===== src/rtl/ff_bank_if.sv =====
// ff_bank_if: control inputs and registered outputs of the ff_bank
// flip-flop bank, bundled so that the producer and the bank share one
// declaration.
interface ff_bank_if #(
   parameter int WIDTH     = 8,
   parameter int ERR_CNT_W = 8
);

   logic                 en;
   logic [1:0]           mode;
   logic [WIDTH-1:0]     a;
   logic [WIDTH-1:0]     b;
   logic                 clr_err;

   logic [WIDTH-1:0]     q;
   logic [WIDTH-1:0]     qb;
   logic [WIDTH-1:0]     chg;
   logic                 err;
   logic                 err_sticky;
   logic [ERR_CNT_W-1:0] err_cnt;

   // Driving side: whoever issues the per-cycle update commands
   modport master (
      output en, mode, a, b, clr_err,
      input  q, qb, chg, err, err_sticky, err_cnt
   );

   // The flip-flop bank itself
   modport slave (
      input  en, mode, a, b, clr_err,
      output q, qb, chg, err, err_sticky, err_cnt
   );

endinterface


===== src/rtl/ff_bank.sv =====
// ff_bank: WIDTH flip-flops on one clock whose update rule (SR, JK, D or T)
// is chosen every cycle. q/qb/chg/err are all registered, so there is no
// combinational path from the inputs to any output. SR-mode cycles with
// S=R=1 on any bit are counted as illegal events, even when SR_BOTH gives
// them a defined resolution.
module ff_bank #(
   parameter int WIDTH     = 8,
   parameter int SR_BOTH   = 0,
   parameter int ERR_CNT_W = 8
) (
   input logic      clk,
   input logic      rst,
   ff_bank_if.slave bus
);

   typedef enum logic [1:0] {
      MODE_SR = 2'd0,
      MODE_JK = 2'd1,
      MODE_D  = 2'd2,
      MODE_T  = 2'd3
   } mode_e;

   localparam logic [ERR_CNT_W-1:0] CNT_MAX = '1;
   localparam logic [ERR_CNT_W-1:0] CNT_ONE = ERR_CNT_W'(1);

   logic [WIDTH-1:0]     state_q,     state_d;
   logic [WIDTH-1:0]     chg_q,       chg_d;
   logic                 errPulse_q,  errPulse_d;
   logic                 errSticky_q, errSticky_d;
   logic [ERR_CNT_W-1:0] errCnt_q,    errCnt_d;
   logic                 illegalEvt;
   mode_e                curMode;

   assign curMode = mode_e'(bus.mode);

   // Per-bit next state for the selected mode; holding is the default so
   // en=0 and the "00" input combinations fall out naturally
   always_comb begin
      state_d = state_q;
      if (bus.en) begin
         for (int i = 0; i < WIDTH; i++) begin
            unique case (curMode)
               MODE_SR: begin
                  unique case ({bus.a[i], bus.b[i]})
                     2'b00: state_d[i] = state_q[i];
                     2'b01: state_d[i] = 1'b0;
                     2'b10: state_d[i] = 1'b1;
                     default: begin
                        case (SR_BOTH)
                           0:       state_d[i] = state_q[i];
                           1:       state_d[i] = 1'b1;
                           2:       state_d[i] = 1'b0;
                           default: state_d[i] = ~state_q[i];
                        endcase
                     end
                  endcase
               end
               MODE_JK: begin
                  unique case ({bus.a[i], bus.b[i]})
                     2'b00:   state_d[i] = state_q[i];
                     2'b01:   state_d[i] = 1'b0;
                     2'b10:   state_d[i] = 1'b1;
                     default: state_d[i] = ~state_q[i];
                  endcase
               end
               MODE_D:  state_d[i] = bus.a[i];
               default: state_d[i] = state_q[i] ^ bus.a[i];
            endcase
         end
      end
   end

   // One illegal event per cycle no matter how many bits have S=R=1
   always_comb begin
      illegalEvt = bus.en && (curMode == MODE_SR) && (|(bus.a & bus.b));
   end

   // Change pulses and error bookkeeping; a new event beats clr_err so a
   // clear racing an event leaves the count at exactly one
   always_comb begin
      chg_d       = state_d ^ state_q;
      errPulse_d  = illegalEvt;
      errSticky_d = errSticky_q;
      errCnt_d    = errCnt_q;
      if (bus.clr_err) begin
         errSticky_d = 1'b0;
         errCnt_d    = '0;
      end
      if (illegalEvt) begin
         errSticky_d = 1'b1;
         if (bus.clr_err) begin
            errCnt_d = CNT_ONE;
         end else if (errCnt_q != CNT_MAX) begin
            errCnt_d = errCnt_q + CNT_ONE;
         end
      end
   end

   // State register; reset discards whatever the inputs asked for this edge
   always_ff @(posedge clk) begin
      if (rst) begin
         state_q     <= '0;
         chg_q       <= '0;
         errPulse_q  <= 1'b0;
         errSticky_q <= 1'b0;
         errCnt_q    <= '0;
      end else begin
         state_q     <= state_d;
         chg_q       <= chg_d;
         errPulse_q  <= errPulse_d;
         errSticky_q <= errSticky_d;
         errCnt_q    <= errCnt_d;
      end
   end

   // qb comes straight off the q register so the pair can never agree
   assign bus.q          = state_q;
   assign bus.qb         = ~state_q;
   assign bus.chg        = chg_q;
   assign bus.err        = errPulse_q;
   assign bus.err_sticky = errSticky_q;
   assign bus.err_cnt    = errCnt_q;

endmodule


===== src/flat_wrapper.sv =====
// flat-port wrapper written by rule: the top's interface ports become plain ports
module ff_bank_flat 
#(
   parameter int WIDTH     = 8,
   parameter int SR_BOTH   = 0,
   parameter int ERR_CNT_W = 8
)
  (clk, rst, bus_en, bus_mode, bus_a, bus_b, bus_clr_err, bus_q, bus_qb, bus_chg, bus_err, bus_err_sticky, bus_err_cnt);
  ff_bank_if #(.WIDTH(WIDTH), .ERR_CNT_W(ERR_CNT_W)) bus_i ();
  input logic clk;
  input logic rst;
  input wire logic [$bits(bus_i.en)-1:0] bus_en;
  input wire logic [$bits(bus_i.mode)-1:0] bus_mode;
  input wire logic [$bits(bus_i.a)-1:0] bus_a;
  input wire logic [$bits(bus_i.b)-1:0] bus_b;
  input wire logic [$bits(bus_i.clr_err)-1:0] bus_clr_err;
  output wire logic [$bits(bus_i.q)-1:0] bus_q;
  output wire logic [$bits(bus_i.qb)-1:0] bus_qb;
  output wire logic [$bits(bus_i.chg)-1:0] bus_chg;
  output wire logic [$bits(bus_i.err)-1:0] bus_err;
  output wire logic [$bits(bus_i.err_sticky)-1:0] bus_err_sticky;
  output wire logic [$bits(bus_i.err_cnt)-1:0] bus_err_cnt;
  assign bus_i.en = bus_en;
  assign bus_i.mode = bus_mode;
  assign bus_i.a = bus_a;
  assign bus_i.b = bus_b;
  assign bus_i.clr_err = bus_clr_err;
  assign bus_q = bus_i.q;
  assign bus_qb = bus_i.qb;
  assign bus_chg = bus_i.chg;
  assign bus_err = bus_i.err;
  assign bus_err_sticky = bus_i.err_sticky;
  assign bus_err_cnt = bus_i.err_cnt;
  ff_bank #(.WIDTH(WIDTH), .SR_BOTH(SR_BOTH), .ERR_CNT_W(ERR_CNT_W)) u_core (.clk(clk), .rst(rst), .bus(bus_i));
endmodule

===== config.mk =====
export PLATFORM = sky130hd
export DESIGN_NAME = ff_bank_flat
export DESIGN_NICKNAME = d
export VERILOG_FILES = /design/src/rtl/ff_bank_if.sv /design/src/rtl/ff_bank.sv /design/src/flat_wrapper.sv
export SDC_FILE = /design/constraint.sdc
export NUM_CORES = 1
export LEC_CHECK = 0
export ABC_CLOCK_PERIOD_IN_PS = 2200
export CELL_PAD_IN_SITES_DETAIL_PLACEMENT = 0
export CELL_PAD_IN_SITES_GLOBAL_PLACEMENT = 2
export CORE_MARGIN = 4
export CORE_UTILIZATION = 28
export CTS_BUF_LIST = sky130_fd_sc_hd__clkbuf_2
export CTS_CLUSTER_SIZE = 24
export DETAILED_ROUTE_END_ITERATION = 10
export MAX_ROUTING_LAYER = met4
export PLACE_DENSITY_LB_ADDON = 0.2
export SLEW_MARGIN = 20
export SYNTH_ARGS = -nofsm -noshare
export SYNTH_HDL_FRONTEND = slang
export SYNTH_SLANG_ARGS = --single-unit

===== constraint.sdc =====
create_clock -name clk -period 2.2 [get_ports clk]
set_clock_uncertainty 0.05 [all_clocks]
set_input_delay 0.33 -clock clk [delete_from_list [all_inputs] [get_ports clk]]
set_output_delay 0.33 -clock clk [all_outputs]
set_load 0.005 [all_outputs]

Word-level counts from Yosys, hierarchy flattened
Index checks and enable logic that the tools add are counted.

Output and inout bits: 34. Bits of input ports: 22. Word-level logic and storage cells: 88. Register bits after elaboration: 26.

Muxes and demuxes: 31. Bitwise operators: 19. Equality and inequality tests: 19. Reductions and logical operators: 13. Add/subtract/negate cells: 1.

Operators by type and width (count): 1-bit case mux with 3 select lines (16); 8-bit 2-to-1 mux (5); 2-bit by 1-bit equality test with 1-bit output, second input constant (9); 2-bit equality test, second input constant (9); 2-bit logical NOT (9); 1-bit case mux with 2 select lines (8); 8-bit by 1-bit adder with 8-bit output, second input constant (1); 8-bit AND (1); 8-bit != test, second input constant (1); 1-bit inverter (8); 8-bit inverter (1); 8-bit OR reduction (1); 1-bit bitwise XOR (8); 8-bit bitwise XOR (1); 1-bit logical AND (2); 1-bit 2-to-1 mux (2); 2-bit nonzero test (1).

Logic depth before layout (Yosys ltp)
Gate-level depths: netlist of the first run.

Depth after elaboration: 5. Gate-level depth with buffers: 7. Mapped depth without buffers: 6.

Worst setup path before layout of the first run
No wires, ideal clock.

Path type: input -> register. From: input port bus_b[4]. To: register u_core.errCnt_q[5] (netlist: u_core.bus.err_cnt[5]). Arrival: 1.650 ns. Required time: 2.084 ns. Library setup time: 0.066 ns. Buffers on the path: 1. Slack: 0.434 ns. Stages on the path: 6. Cell sequence: ha_1 -> or4_4 -> o211ai_4 -> buf_6 -> o31ai_1 -> a21oi_2.

Word-level cells in the longest chain between the ends: 4.

RTL lines: start, declared (line flat_wrapper.sv:15) `input wire logic [$bits(bus_i.b)-1:0] bus_b;`; 8-bit AND (line ff_bank.sv:75) `illegalEvt = bus.en && (curMode == MODE_SR) && (|(bus.a & bus.b));`; 8-bit OR reduction (line ff_bank.sv:75); 1-bit logical AND (line ff_bank.sv:75); 8-bit 2-to-1 mux (line ff_bank.sv:89) `if (illegalEvt) begin`; end signal, assigned (line ff_bank.sv:112) `errCnt_q <= errCnt_d;`; end, declared (line ff_bank.sv:30) `logic [ERR_CNT_W-1:0] errCnt_q, errCnt_d;`.

No other way between the ends. A chain may end at the register's enable or synchronous reset.

Final worst setup path of the first run
From: input port bus_b[1]. To: register u_core.errCnt_q[6] (netlist: u_core.bus.err_cnt[6]).

Same word-level chain as after synthesis.

==> results.yml, run 1 <==
routing:
  wl_per_cell_um: 14.6
  drt_wl_total_um: 5580
  route.vias.total: 1955
  drt_pass1_iterations: 4
  vias_per_cell: 5.12
  drc_errors: 0
  drt_iter0_markers: 57
  ant_nets: 0
logic_synthesis:
  syn_area_per_cell_um2: 8.47
  ys_seq_elements: 26
  ys_types: 49
  syn-cell-area_um2: 1930
  synth-main-ff-cell: "dfxtp_1"
  syn_nets: 267
  synth_edf_count: 0
  synth_seq_area_share: 0.269
  synthCells: 228
  yosysWarnings: 0
  synth-async-reset-ratio: 0
pwr:
  pwr-share-clk: 0.261
  ir_drop_uv: 225
  p_per_area_nw_per_um2: 440
  leakagePower_nw: 1.12
  swShare: 0.292
  p_seq_frac: 0.421
  p_int_w: 0.000877
  power.switching_w: 0.000361
  combPwrFrac: 0.319
placed_design:
  place_ws_ns: -0.133
  port_buffers: 55
  placed_area_um2: 2770
  gp_congestion: 0.741
  dp_hpwl_um: 4210
cts:
  clkLatencyLatePin_ns: 0.39
  clk_pin_slew_worst_paths_ns: 0.31
  post_cts_buffers: 0
  cts_resized: 0
  ctsLongestPathBuffers: 2
  cts_num_sinks: 26
  numCtsBuffers: 3
  cts_tree: "done"
  htreeDepth: 1
  cts_root_buffer: "clkbuf_2"
  holdBufCountCts: 0
die:
  die_x_um: 91.1
  rows: 30
  die_area_um2: 8290
  io_pins: 56
  core-area_um2: 6760
  start_util: 0.286
  die_y_um: 91.1
outcome:
  status: "finished clean"
timing:
  layout_setup_ws_ns: 0.315
  worstMarginPinSlew_ns: 0.481
  hold_slack_ns: 0.446
  period_share: 0.857
  fin_crit_ns: 1.89
  finalHoldViolations: 0
  setup_viol: 0
  finalSetupTns_ns: 0
  slew_headroom: 0.679
  rsz0062_at_grt: "no"
  finalMaxSlewViolations: 0
  fmax_mhz: 530
final_layout:
  fill_cells: 705
  nNetsFinal: 342
  diodes: 0
  final_area_um2: 2820
  drive_above_1_share: 0.149
  area.growth.synth_to_final_pct: 45.8
grt:
  grt_max_degree: 23
  antenna_found_initial: 0
  grt_first_pass_wirelength_um: 9270
  grt-ovfl-total: 0
  first_global_vias: 1829
  grt.total_usage: 0.138
setup_path:
  worstSetupEndpointType: "flop"
  crit_type: "in2reg"
  setup.worst_path.start_class: "primary input"
  critical_path_required_ns: 2.50
  arrival_ns: 2.19
  crit_fanout: 18
min_path:
  hold_path.class: "reg2reg"
job:
  cap_violations: 0
## final timing paths
check,startpoint,endpoint,slack [ns],depth (start not counted)
worst max-delay path,bus_b[1],u_core.bus.err_cnt[6]$_SDFF_PP0_,0.31,7
worst min-delay path,u_core.bus.err_sticky$_SDFFE_PP0P_,u_core.bus.err_sticky$_SDFFE_PP0P_,0.45,2
worst max register to register,u_core.bus.err_cnt[0]$_SDFF_PP0_,u_core.bus.err_cnt[7]$_SDFF_PP0_,0.37,5
worst min register to register,u_core.bus.err_sticky$_SDFFE_PP0P_,u_core.bus.err_sticky$_SDFFE_PP0P_,0.45,2
## flip-flops by register name, summed over array words and instances (netlist names)
register               count
u_core.bus.err_cnt         8
u_core.bus.err_sticky      1
u_core.bus.chg             8
u_core.bus.q               8
u_core.bus.err             1
## cell usage in the layout (no fill, tap or decap), drive strengths merged, types with 6 or more instances in the layout
| master | count |
|---|---|
| a21oi | 14 |
| a31oi | 6 |
| buf | 26 |
| clkdlybuf4s50 | 55 |
| dfxtp | 26 |
| ha | 17 |
| inv | 19 |
| nand2 | 10 |
| nand2b | 13 |
| nor2 | 10 |
| o21a | 6 |
| o21ai | 12 |
## metrics by stage
| step | total power, W | utilization | std cells |
|---|---|---|---|
| 2_1_floorplan | 0.000707 | - | 228 |
| 3_3_place_gp | 0.000926 | 0.410 | 378 |
| 3_5_place_dp | 0.000927 | 0.410 | 378 |
| 4_1_cts | 0.00126 | 0.417 | 382 |
| 5_1_grt | 0.00132 | 0.417 | 382 |
| 6_report | 0.00124 | 0.417 | 382 |
## Yosys cell counts, types with 4 or more instances
master      n  area share
dfxtp_1    26        0.27
inv_1      19       0.037
ha_1       17        0.11
nand2b_1   13       0.042
a21oi_1    12       0.031
o21ai_0    11       0.028
nand2_1    10       0.019
nor2_1      9       0.017
a31oi_1     6       0.019
buf_2       6       0.016
o21a_1      6       0.023
a221oi_1    5       0.023
mux2i_1     5       0.026
nor2b_1     5       0.016
o31ai_1     5       0.019
o41ai_1     5       0.023
nor3_1      4       0.010
o2111ai_1   4       0.018
o211ai_1    4       0.016
or2_2       4       0.013
## per-layer routing
layer / vias to the layer above / part of all wire / track usage
li1: 1017 / - / -
met1: 894 / 0.50 / 0.190
met2: 42 / 0.46 / 0.218
met3: 2 / 0.034 / 0.0240
met4: 0 / 0.00036 / 0.0188
met5: - / 0 / -
## final cells by class
cell class              instances  area, um2  share of cell area
repair buffers                 81        796               0.283
flip-flops and latches         26        520               0.185
well taps                      80        100              0.0355
clock buffers                   3       15.0             0.00533
multi-input cells             172       1280               0.456
clock inverters                 1       30.0              0.0107
inverters                      19       71.3              0.0253
## power groups by stage
stage / Clock, W / Sequential [W] / Combinational (W)
after floorplan: 0 / 0.000527 / 0.000180
after global placement: 0 / 0.000530 / 0.000396
after detailed placement: 0 / 0.000530 / 0.000397
after CTS: 0.000342 / 0.000522 / 0.000399
after global routing: 0.000362 / 0.000527 / 0.000435
final: 0.000323 / 0.000521 / 0.000394
## critical path: stages
cell	delay (ns)
clkdlybuf4s50_1	0.44
ha_1	0.24
or4_4	0.56
o211ai_4	0.20
buf_12	0.17
nor4_1	0.06
nor3b_1	0.19
## kinds of logic after synthesis
group,synth area share
mux,0.0434
flops,0.269
simple gates,0.184
compound gates,0.327
buf+inv,0.0661
fa+ha+maj,0.110
Power figures use the tool's default switching activity.
==> run 2, diff against run 1 <==
--- a/config.mk
+++ b/config.mk
@@ -5,7 +5,8 @@
 export SDC_FILE = /design/constraint.sdc
 export NUM_CORES = 1
 export LEC_CHECK = 0
-export ABC_CLOCK_PERIOD_IN_PS = 2200
+export ABC_AREA = 0
+export ABC_CLOCK_PERIOD_IN_PS = 1850
 export CELL_PAD_IN_SITES_DETAIL_PLACEMENT = 0
 export CELL_PAD_IN_SITES_GLOBAL_PLACEMENT = 2
 export CORE_MARGIN = 4
==> constraint.sdc (replaced) <==
create_clock -name clk -period 1.85 [get_ports clk]
set_clock_uncertainty 0.05 [all_clocks]
set_input_delay 0.2775 -clock clk [delete_from_list [all_inputs] [get_ports clk]]
set_output_delay 0.2775 -clock clk [all_outputs]
set_load 0.005 [all_outputs]
==> run 2 against run 1 <==
Effect of this change: register-to-register slack got worse by 0.23 ns; die area unchanged; critical path depth stayed put; clock-buffer cell count stayed put; via count grew 3.8%; sequential power up 19%; clock power fell by 25%; non-clock buffer count grew 17; final cell count grew 4.5%; first-iteration DRC count increased by 23%; combinational power up 26%; design area is 4.8% higher.
==> results.yml, run 2 (synthesis gave the netlist of run 1 again) <==
outcome:
  status: "finished clean"
cts:
  cts_tree: "done"
  cts_num_sinks: 26
  clk_pin_slew_worst_paths_ns: 0.28
  numCtsBuffers: 3
  cts_root_buffer: "clkbuf_2"
  htreeDepth: 1
  clkLatencyLatePin_ns: 0.38
  ctsLongestPathBuffers: 2
routing:
  drc_errors: 0
  vias_per_cell: 5.09
  met2_length_um: 2550
  drt-met1-wl_um: 2960
  route.vias.total: 2029
  ant_nets: 0
  met3_length_um: 221
  drt_pass1_iterations: 4
  wl_per_cell_um: 14.5
  drt_wl_total_um: 5800
  drt_iter0_markers: 70
  top_layer: "met4"
timing:
  setup_viol: 0
  period_share: 0.977
  slew_headroom: 0.743
  fin_crit_ns: 1.81
  finalSetupTns_ns: 0
  fmax_mhz: 553
  rsz0062_at_grt: "no"
  finalHoldViolations: 0
  finalMaxSlewViolations: 0
  worstMarginPinSlew_ns: 0.382
  hold_slack_ns: 0.334
  layout_setup_ws_ns: 0.0417
pwr:
  p_per_area_nw_per_um2: 460
  ir_drop_uv: 244
  leakagePower_nw: 1.20
final_layout:
  stdcell_count: 399
  drive_above_1_share: 0.238
  final_common_cell: "clkdlybuf4s50_1"
  final_cell_mix: "clkdlybuf4s50_1 (52), buf_4 (40), inv_1 (18), dfxtp_1 (18), nand2b_1 (13)"
  nNetsFinal: 359
  diodes: 0
  area.growth.synth_to_final_pct: 52.8
  postLayoutCoreUtil: 0.437
placed_design:
  port_buffers: 55
  dp_hpwl_um: 4350
  dp.cells: 392
  gp_congestion: 0.754
  place_ws_ns: -0.405
grt:
  antenna_found_initial: 0
  grt_first_pass_wirelength_um: 9210
  grt-ovfl-total: 0
  grt_max_degree: 17
  first_global_vias: 1877
  grt.total_usage: 0.139
die:
  die_area_um2: 8290
  io_pins: 56
  rows: 30
  start_util: 0.286
  die_y_um: 91.1
  core-area_um2: 6760
  die_x_um: 91.1
job:
  cap_violations: 0
setup_path:
  rrSetupSlack_ns: 0.14
  crit_type: "in2reg"
  critical_path_required_ns: 2.12
  arrival_ns: 2.08
  worstSetupEndpointType: "flop"
  crit_fanout: 8
  setup.worst_path.start_class: "primary input"
min_path:
  hold_path.class: "in2reg"
-- run 2: changes by cell type in the layout (fill, tap and decap cells not counted), moves of 2 or more --
cell / previous run / this run
ha_2: 0 / 5
dlymetal6s2s_1: 0 / 3
buf_12: 4 / 2
dfxtp_1: 26 / 18
dfxtp_4: 0 / 2
buf_4: 22 / 40
ha_1: 17 / 12
dfxtp_2: 0 / 6
clkdlybuf4s50_1: 55 / 52
-- run 2: final timing paths --
check,startpoint,endpoint,cells past startpoint
setup / recovery,bus_a[1],u_core.bus.err_cnt[0]$_SDFF_PP0_,7
hold / removal,bus_b[1],u_core.bus.q[1]$_SDFF_PP0_,5
hold reg to reg,u_core.bus.err_sticky$_SDFFE_PP0P_,u_core.bus.err_sticky$_SDFFE_PP0P_,2
setup reg to reg,u_core.bus.err_cnt[0]$_SDFF_PP0_,u_core.bus.err_cnt[7]$_SDFF_PP0_,5
-- run 2: metrics by stage --
stage / power, W / area, um2
final: 0.00136 / 2950
after detailed placement: 0.00111 / 2850
after CTS: 0.00137 / 2870
after global placement: 0.00111 / 2850
after global routing: 0.00145 / 2950
after floorplan: 0.000841 / 1930
-- run 2: worst max-delay path, cell delays in order --
cell and delay (ns):
clkdlybuf4s50_1 0.43, ha_2 0.19, or4_4 0.54, o211ai_4 0.27, clkbuf_16 0.20, buf_4 0.11
o31ai_1 0.06
-- run 2: layout make-up --
| class | instances | area [um2] |
|---|---|---|
| multi-input combinational | 172 | 1300 |
| inverter | 19 | 71.3 |
| clock buffer | 3 | 15.0 |
| timing repair buffer | 98 | 923 |
| fill | 680 | 3800 |
| sequential | 26 | 536 |
| tap | 80 | 100 |
| clock inverter | 1 | 3.75 |
-- run 2: routing by layer --
layer,up-vias,GRT usage
met5,-,-
met4,0,0.0314
met3,4,0.0273
met2,46,0.212
met1,930,0.191
li1,1049,-
-- run 2: where the power goes --
group / switching (W) / internal [W] / total [W] / leakage (nW)
logic: 0.000210 / 0.000284 / 0.000495 / 0.975
clock network: 0.000196 / 0.0000469 / 0.000243 / 0.0140
registers: 0.0000271 / 0.000593 / 0.000621 / 0.216
total: 0.000434 / 0.000925 / 0.00136 / 1.20
-- run 2: timing repair --
action,CTS,global route
hold endpoints to repair,0,0
endpoints found under the setup margin,1,15
gates resized for setup,1,19
hold buffers,0,0
setup buffers,0,2
pin swaps,0,2
cloned,0,1
